[config.mk]
export PLATFORM = sky130hd
export DESIGN_NAME = kbd_spi_rx
export DESIGN_NICKNAME = d
export VERILOG_FILES = /design/src/rtl/kbd_spi_rx.sv
export SDC_FILE = /design/constraint.sdc
export NUM_CORES = 1
export LEC_CHECK = 0
export CAP_MARGIN = 40
export CORE_ASPECT_RATIO = 0.8
export CORE_MARGIN = 2
export CORE_UTILIZATION = 50
export DETAILED_ROUTE_END_ITERATION = 10
export PLACE_DENSITY = 0.71
export SYNTH_ARGS = -nofsm -noshare
export SYNTH_HDL_FRONTEND = slang
export SYNTH_SLANG_ARGS = --single-unit
[constraint.sdc]
create_clock -name CLK_14MHZ -period 4.2 [get_ports CLK_14MHZ]
set_input_delay 1.26 -clock CLK_14MHZ [delete_from_list [all_inputs] [get_ports CLK_14MHZ]]
set_output_delay 1.26 -clock CLK_14MHZ [all_outputs]
set_load 0.02 [all_outputs]
[src/rtl/kbd_spi_rx.sv]
// SPI slave receiving the keyboard matrix from the external controller and
// answering port #FE reads with the column data of the selected rows.
module kbd_spi_rx #(
    parameter int         FRAME_BITS = 48,
    parameter logic [3:0] SIG        = 4'b0101
) (
    input  logic       CLK_14MHZ,
    input  logic       CPU_RESET,
    input  logic       KBD_CLK,
    input  logic       KBD_CS,
    input  logic       KBD_DI,
    input  logic [7:0] A_HI,
    output logic [4:0] KD,
    output logic       FRAME_OK,
    output logic       FRAME_ERR
);

    logic [2:0]            clk_sync_q;
    logic [2:0]            cs_sync_q;
    logic [1:0]            di_sync_q;
    logic [FRAME_BITS-1:0] shift_q, shift_d;
    logic [5:0]            cnt_q, cnt_d;
    logic                  ovf_q, ovf_d;
    logic [39:0]           matrix_q, matrix_d;
    logic                  ok_q, ok_d;
    logic                  err_q, err_d;

    logic sclk_rise, cs_fall, cs_rise;
    logic [4:0] pressed;

    assign sclk_rise = clk_sync_q[1] & ~clk_sync_q[2];
    assign cs_fall   = ~cs_sync_q[1] & cs_sync_q[2];
    assign cs_rise   = cs_sync_q[1] & ~cs_sync_q[2];

    // cs_sync_q[2] is the CS level before any edge in this cycle, so a clock
    // rise coinciding with CS rise still shifts before the frame-end check.
    always_comb begin
        shift_d  = shift_q;
        cnt_d    = cnt_q;
        ovf_d    = ovf_q;
        matrix_d = matrix_q;
        ok_d     = 1'b0;
        err_d    = 1'b0;
        if (cs_fall) begin
            cnt_d = 6'd0;
            ovf_d = 1'b0;
        end else if (sclk_rise && !cs_sync_q[2]) begin
            shift_d = {shift_q[FRAME_BITS-2:0], di_sync_q[1]};
            if (cnt_q == 6'd63) begin
                ovf_d = 1'b1;
            end else begin
                cnt_d = cnt_q + 6'd1;
            end
        end
        if (cs_rise) begin
            if (cnt_d == 6'(FRAME_BITS) && !ovf_d &&
                shift_d[FRAME_BITS-1 -: 4] == SIG) begin
                matrix_d = shift_d[39:0];
                ok_d     = 1'b1;
            end else begin
                err_d    = 1'b1;
            end
        end
    end

    always_ff @(posedge CLK_14MHZ or negedge CPU_RESET) begin
        if (!CPU_RESET) begin
            clk_sync_q <= 3'b000;
            cs_sync_q  <= 3'b111;
            di_sync_q  <= 2'b00;
            shift_q    <= '0;
            cnt_q      <= 6'd0;
            ovf_q      <= 1'b0;
            matrix_q   <= 40'd0;
            ok_q       <= 1'b0;
            err_q      <= 1'b0;
        end else begin
            clk_sync_q <= {clk_sync_q[1:0], KBD_CLK};
            cs_sync_q  <= {cs_sync_q[1:0], KBD_CS};
            di_sync_q  <= {di_sync_q[0], KBD_DI};
            shift_q    <= shift_d;
            cnt_q      <= cnt_d;
            ovf_q      <= ovf_d;
            matrix_q   <= matrix_d;
            ok_q       <= ok_d;
            err_q      <= err_d;
        end
    end

    // Row r is selected by A_HI[r] = 0; selected rows are OR'd per column.
    always_comb begin
        pressed = 5'b00000;
        for (int r = 0; r < 8; r++) begin
            for (int b = 0; b < 5; b++) begin
                pressed[b] = pressed[b] | (matrix_q[5*r+b] & ~A_HI[r]);
            end
        end
    end

    assign KD        = ~pressed;
    assign FRAME_OK  = ok_q;
    assign FRAME_ERR = err_q;

endmodule

==> impl_metrics.csv <==
group,metric,value,unit
status,status,"completed",
synthesis,synth_fp_nets,430,
synthesis,syn_inst,416,
clock_tree,cts_sinks,105,
clock_tree,clk_pin_slew,0.08,ns
critical_path,cpPeakStageDelay,0.56,ns
synthesis,yosysWarnings,0,
timing,max_clock_freq,0.259,GHz
clock_tree,cts_resized,0,
timing,finalHoldViolations,0,
placed_design,placed_area,4660,um2
power,switching_power,393,uW
layout,utilization,57.2,%
power,p_int,1.34,mW
synthesis,netlist-cell-type-count,38,
critical_path,worst-path-stages,4,
power,power_density,358,nW/um2
grt,grt_pass1_vias,2820,
floorplan,rows,30,
clock_tree,worstSkewPairLatency,0.37,ns
power,pwr-share-clk,34.0,%
timing,worst_pin_slew,0.751,ns
grt,grt_pass1_wl,14300,um
route,dr.first_iter.drc_count,283,
critical_path,cp_max_fo,5,
critical_path,crit_buf_inv,2,
timing,grt_setup_unrepaired,"false",
grt,grt-ovfl-total,0,
clock_tree,clockBufferDepth,2,
grt,antenna_found_initial,0,
floorplan,initial_core_util,51.5,%
critical_path,worstPathArrival,2.60,ns
layout,final_common_cell,"nand2_1",
critical_path,cp-startpoint,"A_HI[0]",
power,p_seq_share,60.8,%
critical_path,r2r-start,"cs_sync_q[2]",
clock_tree,cts_root_buffer,"clkbuf_8",
power,swShare,22.7,%
flow_run,maxCapViolations,0,
critical_path,startpoint_type,"input port",
timing,report.final.slew_viol_count,0,
floorplan,die_area,9500,um2
power,p_comb_share,5.1,%
route,wl_per_cell,15.3,um
route,vias,2934,
placed_design,place_hpwl,5700,um
layout,diodes,0,
floorplan,fp.dieH,87.6,um
layout,drive_above_1_share,14.5,%
critical_path,critical_path.top_delay_family,"buffers and inverters",
timing,timing.final.crit_share,91.8,%
route,drt-total-wl,8480,um
route,drc,0,
critical_path,end_kind,"primary output",
timing,clock_skew,0.00896,ns
floorplan,io_pins,20,
timing,min_period,3.86,ns
placed_design,io_buffers,19,
critical_path,reg2regPathDepth,8,
power,peakVddDrop,0.000299,V
grt,track_usage,19.9,%
floorplan,die_w,108,um
critical_path,crit_chain,"clkdlybuf4s50_1, o22ai_1, nor4_1, dlymetal6s2s_1",
timing,setup_violations,0,
critical_path,critPathSlowestCell,"clkdlybuf4s50_1",
synthesis,synth_area,4370,um2
critical_path,crit_required,2.94,ns
floorplan,coreArea,8480,um2
placed_design,gp_congestion,1.01,
critical_path,endpoint,"KD[3]",
critical_path,timing.rr.end,"matrix_q[38]",
layout,syn2layout_area_growth,11.1,%
synthesis,synth_area_per_cell,10.5,um2
clock_tree,cts_tree,"done",
route,drtPass1Iterations,5,
critical_path,reg2reg_setup_slack,1.15,ns
route,drt.antenna.violating_nets,0,
synthesis,yosysSeqAreaShare,60.3,%
layout,final_nets,451,
min_path,hold_depth,0,
grt,grt_max_degree,62,
layout,final_cell_mix,"nand2_1 (142), dfrtp_1 (102), inv_1 (42)",
synthesis,synth_seq_cells,105,
min_path,hp-class,"flop to flop",
power,p_leak,2.42,nW
route,vias_per_cell,5.30,
critical_path,critical_path_class,"input port to primary output",
clock_tree,postCtsSetupRepairBufs,0,
layout,final_cell_area,4850,um2
clock_tree,numCtsBuffers,9,
clock_tree,htreeDepth,3,
clock_tree,cts_hold_buf,0,
timing,slew_headroom,49.9,%
timing,setup_tns,0,ns
==> power by group through the flow <==
stage                     clock [mW]  sequential (mW)  combinational (mW)
after floorplan                    0             1.07              0.0393
after global placement             0             1.07              0.0868
after detailed placement           0             1.08              0.0901
after CTS                      0.613             1.06              0.0902
after global routing           0.653             1.06               0.101
final                          0.591             1.06              0.0887
==> cell usage after synthesis (all sizes together) <==
cell       n  area share [%]
a21oi      1            0.11
o311ai     1            0.20
dfstp      3             1.8
nand4      3            0.43
o21ai      1            0.11
o22ai     20             2.9
clkbuf     9            0.77
mux2      42              11
nor4       6             1.2
a31oi      1            0.14
nor3b      1            0.29
a22oi      1            0.17
ha         1            0.29
nor3       2            0.23
nor2       8            0.69
and2       1            0.14
a211oi     1            0.17
o32a       1            0.23
buf        6             1.2
nand2    142              12
dfrtp    102              58
and4b      1            0.23
inv       42             3.6
nand2b     5            0.72
a31o       2            0.40
or3b       1            0.20
nand4bb    1            0.26
xor2       1            0.20
a311oi     1            0.20
o21ba      1            0.23
nor2b      1            0.14
mux2i      2            0.46
a41o       1            0.23
nand3      4            0.46
==> cell type report <==
| class | instances | area [um2] |
|---|---|---|
| Fill cell | 724 | 3630 |
| Sequential cell | 105 | 2630 |
| Multi-Input combinational cell | 254 | 1500 |
| Timing Repair Buffer | 25 | 245 |
| Inverter | 42 | 158 |
| Tap cell | 112 | 140 |
| Clock buffer | 13 | 139 |
| Clock inverter | 3 | 42.5 |
==> state kept, by name, indices dropped and copies added (netlist names) <==
name and count:
cnt_q 6, ovf_q 1, shift_q 48, clk_sync_q 3, cs_sync_q 3, FRAME_OK 1
FRAME_ERR 1, matrix_q 40, di_sync_q 2
==> per-layer routing <==
metal	wire length [um]	track usage (%)
met1	4070	28.6
met2	3720	29.3
met3	504	6.40
met4	184	5.48
met5	0	0
==> per-stage QoR <==
| step | hold WS, ns | std cells | worst slack (ns) | power, mW |
|---|---|---|---|---|
| floorplan | 0.331 | 416 | 0.886 | 1.11 |
| global placement | 0.336 | 538 | 0.0745 | 1.16 |
| detailed placement | 0.340 | 538 | 0.0345 | 1.17 |
| CTS | 0.360 | 554 | 0.0353 | 1.76 |
| global route | 0.361 | 554 | 0.312 | 1.82 |
| finish | 0.358 | 554 | 0.345 | 1.74 |
==> cells by family after synthesis <==
| family | Yosys count | synth area share (%) |
|---|---|---|
| AND/OR/NAND/NOR | 176 | 17.2 |
| flip-flops | 105 | 60.3 |
| buffers and inverters | 57 | 5.59 |
| XOR/XNOR | 1 | 0.201 |
| adder cells (fa/ha/maj) | 1 | 0.287 |
| AO/OA/AOI/OAI | 32 | 5.07 |
| multiplexers | 44 | 11.4 |
==> how the worst min path moves through the flow <==
stage	slack, ns	start	endpoint
6_report	0.36	di_sync_q[0]	di_sync_q[1]
5_1_grt	0.36	di_sync_q[0]	di_sync_q[1]
4_1_cts	0.36	di_sync_q[0]	di_sync_q[1]
3_5_place_dp	0.34	di_sync_q[0]	di_sync_q[1]
3_3_place_gp	0.34	clk_sync_q[0]	clk_sync_q[1]
2_1_floorplan	0.33	clk_sync_q[0]	clk_sync_q[1]
No activity file was read; power rests on OpenSTA's default activity.
